$ cat src/rtl/fetch_unit.sv
// Instruction fetch / PC unit: owns the PC, reads the instruction ROM and hands a
// registered instruction plus valid flag to the decoder. Optional counters: FETCH_PERF_CNT_EN.
module fetch_unit #(
    parameter int              PC_W       = 10,
    parameter int              INSTR_W    = 9,
    parameter logic [PC_W-1:0] START_ADDR = '0
) (
    input  logic               Clk,
    input  logic               Reset,
    input  logic               Start,
    input  logic               Stall,
    input  logic               BranchEn,
    input  logic               BrCond,
    input  logic [PC_W-1:0]    Target,
    input  logic               Ack,
    output logic [PC_W-1:0]    RomAddr,
    input  logic [INSTR_W-1:0] RomData,
    output logic [INSTR_W-1:0] Instruction,
    output logic               InstrValid,
    output logic [PC_W-1:0]    InstrPC,
    output logic               Done
`ifdef FETCH_PERF_CNT_EN
    ,
    output logic [15:0]        CycleCnt,
    output logic [15:0]        TakenCnt,
    output logic [15:0]        BubbleCnt
`endif
);

    typedef enum logic [1:0] {IDLE, RUN, HALT} state_t;

    state_t             state_reg, state_next;
    logic [PC_W-1:0]    pc_reg, pc_next;
    logic [INSTR_W-1:0] instr_reg, instr_next;
    logic [PC_W-1:0]    ipc_reg, ipc_next;
    logic               valid_reg, valid_next;
    logic               squash_reg, squash_next;
    logic               done_reg, done_next;
    logic               taken, ack_hit, clear_cnt, run_adv;

    always_ff @(posedge Clk or negedge Reset) begin
        if (!Reset) begin
            state_reg  <= IDLE;
            pc_reg     <= START_ADDR;
            instr_reg  <= '0;
            ipc_reg    <= '0;
            valid_reg  <= 1'b0;
            squash_reg <= 1'b0;
            done_reg   <= 1'b0;
        end else begin
            state_reg  <= state_next;
            pc_reg     <= pc_next;
            instr_reg  <= instr_next;
            ipc_reg    <= ipc_next;
            valid_reg  <= valid_next;
            squash_reg <= squash_next;
            done_reg   <= done_next;
        end
    end

    // squash_reg marks that the word now held in Instruction is the bubble behind a taken branch
    always_comb begin
        state_next  = state_reg;
        pc_next     = pc_reg;
        instr_next  = instr_reg;
        ipc_next    = ipc_reg;
        valid_next  = valid_reg;
        squash_next = squash_reg;
        done_next   = done_reg;
        clear_cnt   = 1'b0;
        run_adv     = 1'b0;
        taken       = valid_reg & BranchEn & BrCond;
        ack_hit     = valid_reg & Ack;
        case (state_reg)
            IDLE, HALT: begin
                if (Start) begin
                    state_next  = RUN;
                    pc_next     = START_ADDR;
                    valid_next  = 1'b0;
                    squash_next = 1'b0;
                    done_next   = 1'b0;
                    clear_cnt   = 1'b1;
                end
            end
            RUN: begin
                if (!Stall) begin
                    run_adv = 1'b1;
                    if (ack_hit) begin
                        // Ack beats a simultaneous taken branch; PC stays put
                        state_next  = HALT;
                        done_next   = 1'b1;
                        valid_next  = 1'b0;
                        squash_next = 1'b0;
                    end else begin
                        instr_next  = RomData;
                        ipc_next    = pc_reg;
                        valid_next  = ~taken;
                        squash_next = taken;
                        pc_next     = taken ? Target : pc_reg + PC_W'(1);
                    end
                end
            end
            default: state_next = IDLE;
        endcase
    end

    assign RomAddr     = pc_reg;
    assign Instruction = instr_reg;
    assign InstrValid  = valid_reg;
    assign InstrPC     = ipc_reg;
    assign Done        = done_reg;

`ifdef FETCH_PERF_CNT_EN
    logic [15:0] cycle_cnt_reg, taken_cnt_reg, bubble_cnt_reg;
    logic        taken_fire;

    assign taken_fire = run_adv & taken & ~ack_hit;

    always_ff @(posedge Clk or negedge Reset) begin
        if (!Reset) begin
            cycle_cnt_reg  <= '0;
            taken_cnt_reg  <= '0;
            bubble_cnt_reg <= '0;
        end else if (clear_cnt) begin
            cycle_cnt_reg  <= '0;
            taken_cnt_reg  <= '0;
            bubble_cnt_reg <= '0;
        end else begin
            if (run_adv && cycle_cnt_reg != 16'hFFFF)
                cycle_cnt_reg <= cycle_cnt_reg + 16'd1;
            if (taken_fire && taken_cnt_reg != 16'hFFFF)
                taken_cnt_reg <= taken_cnt_reg + 16'd1;
            // each taken branch loads exactly one squashed word
            if (taken_fire && bubble_cnt_reg != 16'hFFFF)
                bubble_cnt_reg <= bubble_cnt_reg + 16'd1;
        end
    end

    assign CycleCnt  = cycle_cnt_reg;
    assign TakenCnt  = taken_cnt_reg;
    assign BubbleCnt = bubble_cnt_reg;
`else
    logic unused_ok;
    assign unused_ok = &{1'b0, clear_cnt, run_adv, squash_reg};
`endif

endmodule

$ cat config.mk
export PLATFORM = sky130hd
export DESIGN_NAME = fetch_unit
export DESIGN_NICKNAME = d
export VERILOG_FILES = /design/src/rtl/fetch_unit.sv
export SDC_FILE = /design/constraint.sdc
export NUM_CORES = 1
export LEC_CHECK = 0
export CORE_UTILIZATION = 45
export DETAILED_ROUTE_END_ITERATION = 12
export DONT_BUFFER_PORTS = 1
export SLEW_MARGIN = 20
export SYNTH_ARGS = -nofsm -noshare
export SYNTH_HDL_FRONTEND = slang
export SYNTH_SLANG_ARGS = --single-unit
export TNS_END_PERCENT = 100
$ cat constraint.sdc
create_clock -name Clk -period 3.6 [get_ports Clk]
set_clock_uncertainty 0.05 [all_clocks]
set_input_delay 0.54 -clock Clk [delete_from_list [all_inputs] [get_ports Clk]]
set_output_delay 0.54 -clock Clk [all_outputs]
set_load 0.02 [all_outputs]
==> impl_metrics.py <==
metrics = {
    "outcome": {
        "outcome": "completed",
    },
    "place": {
        "gp_routability_congestion": 0.783,
        "placement.io_buffers": 0,
        "hpwlAfterDp_mm": 2.30,
        "placed_cell_area_um2": 1520,
        "dp_cells": 206,
    },
    "setup_path": {
        "r2r_cells": 4,
        "rrSetupSlack_ps": 1590,
        "start_kind": "flop",
        "timing.critical_path.from": "InstrValid",
        "critical_path_required_ps": 3760,
        "crit_type": "flop to flop",
        "largest_fanout_on_the_critical_path": 20,
        "worst_r2r_startpoint": "InstrValid",
        "crit-reg2reg-capture": "RomAddr[4]",
        "worstSetupEndpointType": "flop",
        "crit_path_arrival_time_ps": 2180,
        "crit_path_end": "RomAddr[4]",
    },
    "detailed_routing": {
        "route.final.wire_length_mm": 3.32,
        "vias": 1207,
        "via_per_inst": 5.61,
        "first_iter_violations": 48,
        "drt_first_pass_iters": 4,
        "antenna_violating_nets_post_route": 0,
        "detail_route.wl_per_cell_um": 15.4,
        "detail_route.drc_violations": 0,
    },
    "synthesis": {
        "synth.cells.most_frequent": "sky130_fd_sc_hd__nand2_1 (59), sky130_fd_sc_hd__dfrtp_1 (33), sky130_fd_sc_hd__a21oi_1 (8), sky130_fd_sc_hd__nor2_1 (8), sky130_fd_sc_hd__o21ai_1 (8)",
        "synth_enable_flop_cells": 0,
        "post-synth-top-area-fraction_pct": 55.0,
        "synth.area.top_cells": "sky130_fd_sc_hd__dfrtp_1 (55%), sky130_fd_sc_hd__nand2_1 (15%), sky130_fd_sc_hd__o2bb2ai_1 (3.5%), sky130_fd_sc_hd__a21oi_1 (2.7%), sky130_fd_sc_hd__o21ai_1 (2.7%)",
        "share_of_synthesized_area_spent_on_multiplexers_pct": 0.667,
        "synth_top_family_by_area": "simple AND/OR/NAND/NOR gates",
        "synth_fa_ha_area_share_pct": 0.834,
        "synth_xor_xnor_area_share_pct": 0,
        "asyncSetResetFlopFracSynth_pct": 100,
        "synth.most_common_cell": "sky130_fd_sc_hd__nand2_1",
        "post_synth.cell_area_avg_um2": 8.88,
        "synth.ff_latch_count": 33,
        "syn-num-nets": 196,
        "synthCells": 169,
        "yosys.area.top_type": "sky130_fd_sc_hd__dfrtp_1",
        "yosys_warnings": 0,
        "synth.yosys.seq_area_share_pct": 55.0,
        "synth-compound-area-share_pct": 14.5,
        "synth_cell_type_count": 30,
        "synth-main-ff-cell": "sky130_fd_sc_hd__dfrtp_1",
        "synth-simple-area-share_pct": 24.7,
        "syn_area_um2": 1500,
    },
    "sta": {
        "finalHoldViolations": 0,
        "timing.final.setup_violations": 0,
        "worst_slew_pin_slew_ps": 823,
        "grt_setup_unrepaired": "false",
        "fmaxAchievable_mhz": 497,
        "slew_headroom_pct": 45.1,
        "final_period_minus_worst_setup_slack_ps": 2010,
        "slew_violations": 0,
        "timing.setup.tns_ps": 0,
        "layout_worst_path_cycle_share_pct": 55.9,
    },
    "die": {
        "pin_count": 57,
        "fp.coreArea_um2": 3100,
        "dieHeight_um": 59.7,
        "fp-row-count": 20,
        "initial_core_util_pct": 48.3,
        "die_w_um": 59.7,
        "fp.dieArea_um2": 3570,
    },
    "global_routing": {
        "first_global_vias": 1181,
        "grt_usage_pct": 20.8,
        "gr-total-overflow": 0,
        "gr-max-usage-layer": "met2",
        "grt_start_max_net_pins": 34,
        "global_route.usage.met1_pct": 25.2,
        "grt_first_pass_wirelength_mm": 5.36,
        "antenna_violations_before_repair": 0,
        "globalRouteMet2Util_pct": 33.0,
        "groute.layer.met3.usage_pct": 8.01,
    },
    "cts": {
        "cts_htree_levels": 2,
        "cts-root-buf": "sky130_fd_sc_hd__clkbuf_4",
        "cts_buffer_depth": 2,
        "clk_pin_slew_worst_setup_hold_paths_ps": 100,
        "tritoncts_num_sinks": 33,
        "insertion_delay_ps": 330,
        "cts_buffers": 5,
        "cts_tree": "built",
        "cts_setup_buffers": 0,
    },
    "hold_path": {
        "worstHoldPathCells": 1,
        "hold_class": "input pin to flop",
    },
    "layout": {
        "final_cell_count_no_fill": 215,
        "final_area_um2": 1610,
        "insertedDiodeCount": 0,
        "area_growth_syn_to_layout_pct": 7.42,
        "nNetsFinal": 198,
        "drive_above_1_share_pct": 7.02,
    },
    "power_and_ir_drop": {
        "cellLeakagePower_nw": 0.765,
        "power.ir.vdd_worst_v": 0.000375,
        "power_per_cell_area_nw_per_um2": 786,
    },
    "run": {
        "cap_violations": 0,
    },
}
[cells in the final DEF (no fill, tap or decap), types with 2 or more instances in the layout]
cell type | netlist | layout
sky130_fd_sc_hd__a21oi_1 | 8 | 8
sky130_fd_sc_hd__a22o_1 | 2 | 2
sky130_fd_sc_hd__clkbuf_4 | 0 | 5
sky130_fd_sc_hd__dfrtp_1 | 33 | 33
sky130_fd_sc_hd__inv_1 | 6 | 6
sky130_fd_sc_hd__nand2_1 | 59 | 59
sky130_fd_sc_hd__nand3_1 | 4 | 3
sky130_fd_sc_hd__nand4_1 | 3 | 3
sky130_fd_sc_hd__nor2_1 | 8 | 8
sky130_fd_sc_hd__nor4_1 | 4 | 4
sky130_fd_sc_hd__o21ai_0 | 3 | 3
sky130_fd_sc_hd__o21ai_1 | 8 | 8
sky130_fd_sc_hd__o22ai_1 | 2 | 2
sky130_fd_sc_hd__o2bb2ai_1 | 6 | 6
sky130_fd_sc_hd__o31ai_1 | 2 | 2
[power by group]
part | leakage (nW) | internal [mW] | switching (mW)
sequential | 0.436 | 0.487 | 0.249
combinational | 0.298 | 0.121 | 0.200
clock | 0.0314 | 0.0922 | 0.116
[worst max-delay path, stage by stage, from the launching register on]
cell and delay (ps):
sky130_fd_sc_hd__dfrtp_1 520, sky130_fd_sc_hd__and3_1 660, sky130_fd_sc_hd__or3_1 380, sky130_fd_sc_hd__o21ai_1 110
sky130_fd_sc_hd__a22o_1 180
[through the flow]
step           power [mW]  hold WS [ps]  utilization, %  worst slack, ps
4_1_cts              1.28           235            51.8             1560
5_1_grt              1.36           235            51.9             1450
6_report             1.27           249            51.9             1590
2_1_floorplan       0.976           194               -             1830
3_5_place_dp         1.06           195            49.0             1560
3_3_place_gp         1.03           195            49.0             1650
[cell type report]
class	count	area, µm²
Clock buffer	7	55.1
Sequential cell	33	826
Tap cell	44	55.1
Timing Repair Buffer	3	37.5
Fill cell	302	1490
Multi-Input combinational cell	122	616
Inverter	6	22.5
[metal layers]
| metal | up-vias | part of all wire [%] |
|---|---|---|
| met2 | 48 | 49 |
| met1 | 569 | 42 |
| met5 | - | 0 |
| met3 | 9 | 7.2 |
| li1 | 581 | - |
| met4 | 0 | 2.4 |
[what timing repair did]
action | 4_1_cts | 5_1_grt
hold buffers | 2 | 0
setup endpoints to repair | 0 | 0
resized for setup | 0 | 0
hold endpoints to repair | 33 | 0
[cells by family after synthesis]
kind of cell	Yosys count
multiplexers	1
AND/OR/NAND/NOR	86
AO/OA/AOI/OAI	34
flip-flops	33
buffers and inverters	14
adder cells (fa/ha/maj)	1
[how the worst min path moves through the flow]
| stage | from | to | slack (ps) |
|---|---|---|---|
| detailed placement | Reset | Instruction[5] | 200 |
| CTS | Start | state_reg[1] | 230 |
| global placement | Reset | Instruction[5] | 200 |
| global route | Start | state_reg[1] | 230 |
| finish | Start | state_reg[1] | 250 |
| floorplan | Reset | Done | 190 |
No activity file was read; power rests on OpenSTA's default activity.
==> RTL change: new RTL, same settings <==
`INSTR_W`: 9 -> 18.
--- a/src/rtl/fetch_unit.sv
+++ b/src/rtl/fetch_unit.sv
@@ -2,7 +2,7 @@
 // registered instruction plus valid flag to the decoder. Optional counters: FETCH_PERF_CNT_EN.
 module fetch_unit #(
     parameter int              PC_W       = 10,
-    parameter int              INSTR_W    = 9,
+    parameter int              INSTR_W    = 18,
     parameter logic [PC_W-1:0] START_ADDR = '0
 ) (
     input  logic               Clk,
Interface: changed (resized Instruction and RomData); port bits go from 57 to 75. No check against the original RTL was run, so the function may have changed too.
==> RTL change against the original RTL <==
- synthesized area grew 23%
- routed wire length up 13%
- sequential cell count increased by 9
- worst setup slack got worse by 0.18 ns
- combinational power grew 29%
- power rose by 36%
- final area is 23% higher
- fmax fell by 8.3%
- critical endpoint is now RomAddr[7]
- largest power group unchanged
==> RTL change: results (changes against the original RTL) <==
[clock_network]
cts-root-buf = clkbuf_8  ; was clkbuf_4
clock_path_buffers = 2  ; unchanged
cts_buffers = 5  ; unchanged
cts_resized = 0  ; unchanged
clkSlewWorstSetupHoldPaths_ns = 0.08  ; was 0.10 ns
h-tree-depth = 2  ; unchanged
insertion_delay_ns = 0.29  ; was 0.33 ns
cts_setup_buffers = 0  ; unchanged

[timing]
relSlewSlack_pct = 39.91  ; was 45.06%
slew_violations = 0  ; unchanged

[power]
power_switching_uw = 707.3  ; was 565.8 µW
vdd_drop_max_v = 0.0002576  ; was 0.0003753 V
leakage_uw = 0.0008512  ; was 0.0007655 µW

[synthesis]
synth_warnings = 0  ; unchanged
synth-compound-area-share_pct = 12.87  ; was 14.51%
ys_top_cells_by_area = dfrtp_1 57%, mux2_2 16%, o2bb2ai_1 3.8%  ; was dfrtp_1 55%, nand2_1 15%, o2bb2ai_1 3.5%
synth_commonest_cells = 42 x dfrtp_1, 26 x mux2_2, 8 x a21oi_1, 8 x o2bb2ai_1  ; was 59 x nand2_1, 33 x dfrtp_1, 8 x a21oi_1, 8 x nor2_1, 8 x o21ai_1
synth-seq-area-share_pct = 56.91  ; was 55.05%
synth_mux_area_share_pct = 16.40  ; was 0.6672%
synthAdderAreaFrac_pct = 0.6775  ; was 0.8340%
post_synth_num_cell_types = 29  ; was 30
syn_area_per_cell_um2 = 12.15  ; was 8.877 µm²
synth_edf_count = 0  ; unchanged
synthXorXnorAreaFrac_pct = 0  ; unchanged
ys_async_sr_fraction_pct = 100.0  ; unchanged

[global_routing]
antenna_found_initial = 0  ; unchanged
grt_max_degree = 43  ; was 34
grt_pass1_wl_um = 5809  ; was 5361 µm
track_usage_pct = 18.28  ; was 20.84%
first_global_vias = 1193  ; was 1,181

[critical_path]
r2r-end = RomAddr[7]  ; was RomAddr[4]
path_max_fanout = 20  ; unchanged
r2r_start = InstrValid  ; unchanged
rrSetupSlack_ns = 1.40  ; was 1.59 ns
cp.arrival_ns = 2.28  ; was 2.18 ns
r2r_cells = 4  ; unchanged

[routing]
drt-total-wl_um = 3741  ; was 3316 µm
drtPass1Iterations = 4  ; unchanged
drt_iter0_drc = 76  ; was 48
viasPerCell = 6.139  ; was 5.614

[layout]
largest_reg_flops = 18
final_cells = 202  ; was 215
layout.nets = 189  ; was 198
diodes = 0  ; unchanged
layout-drive-gt1-share_pct = 28.57  ; was 7.018%

[placement]
dp_slack_ns = 1.345  ; was 1.564 ns
globalplace.congestion = 0.7908  ; was 0.7826
hpwl_um = 2594  ; was 2302 µm
place_area_um2 = 1872  ; was 1521 µm²
io_buffers = 0  ; unchanged

[min_path]
min_path_type = input port to asynchronous set/reset pin  ; was input port to register

[outcome]
status = completed  ; unchanged

-- RTL change: through the flow --
step	total power, µW	hold slack [ns]
global route	1835	0.04413
floorplan	1335	0.1944
detailed placement	1430	0.1953
finish	1727	0.04424
global placement	1394	0.1952
CTS	1748	0.04413
-- RTL change: worst max-delay path, stage by stage (launching register included) --
cell       delay (ns)
dfrtp_1          0.52
and3_1           0.67
or3_1            0.53
o21ai_2          0.12
o2bb2ai_1        0.14
-- RTL change: cells by family after synthesis --
| family | after synthesis |
|---|---|
| AO/OA/AOI/OAI | 34 |
| AND/OR/NAND/NOR | 34 |
| buffers and inverters | 14 |
| multiplexers | 27 |
| flip-flops | 42 |
| adder cells (fa/ha/maj) | 1 |
-- RTL change: worst max-delay path by stage --
stage	start	to	slack [ns]
floorplan	Stall	RomAddr[9]	1.82
global placement	Stall	Instruction[16]	1.43
detailed placement	Stall	InstrPC[7]	1.35
CTS	InstrValid	RomAddr[7]	1.42
global route	InstrValid	RomAddr[7]	1.26
finish	InstrValid	RomAddr[7]	1.40
-- RTL change: routing by layer --
layer  up-vias  wire, µm  GRT usage [%]
met1       616      1529          22.16
met3         5       450          8.966
li1        557         -              -
met5         -         0              0
met2        62      1710          28.06
met4         0        51          6.383
-- RTL change: cell type report --
cell class | count | area, µm²
multi-input combinational | 96 | 730.7
clock inverter | 1 | 5.005
clock buffer | 7 | 86.33
tap | 48 | 60.06
inverter | 6 | 22.52
fill | 322 | 1815
timing repair buffer | 2 | 27.53
sequential | 42 | 1051
-- RTL change: what timing repair did --
item	in CTS	in global routing
hold endpoints to repair	42	0
setup endpoints to repair	0	0
hold buffers	1	0
-- RTL change: power by group through the flow --
stage                     sequential (µW)  combinational [µW]  clock [µW]
after global routing                 1040                 462         338
after global placement               1010                 384           0
final                                1010                 416         304
after CTS                            1010                 421         316
after floorplan                       973                 362           0
after detailed placement             1020                 409           0
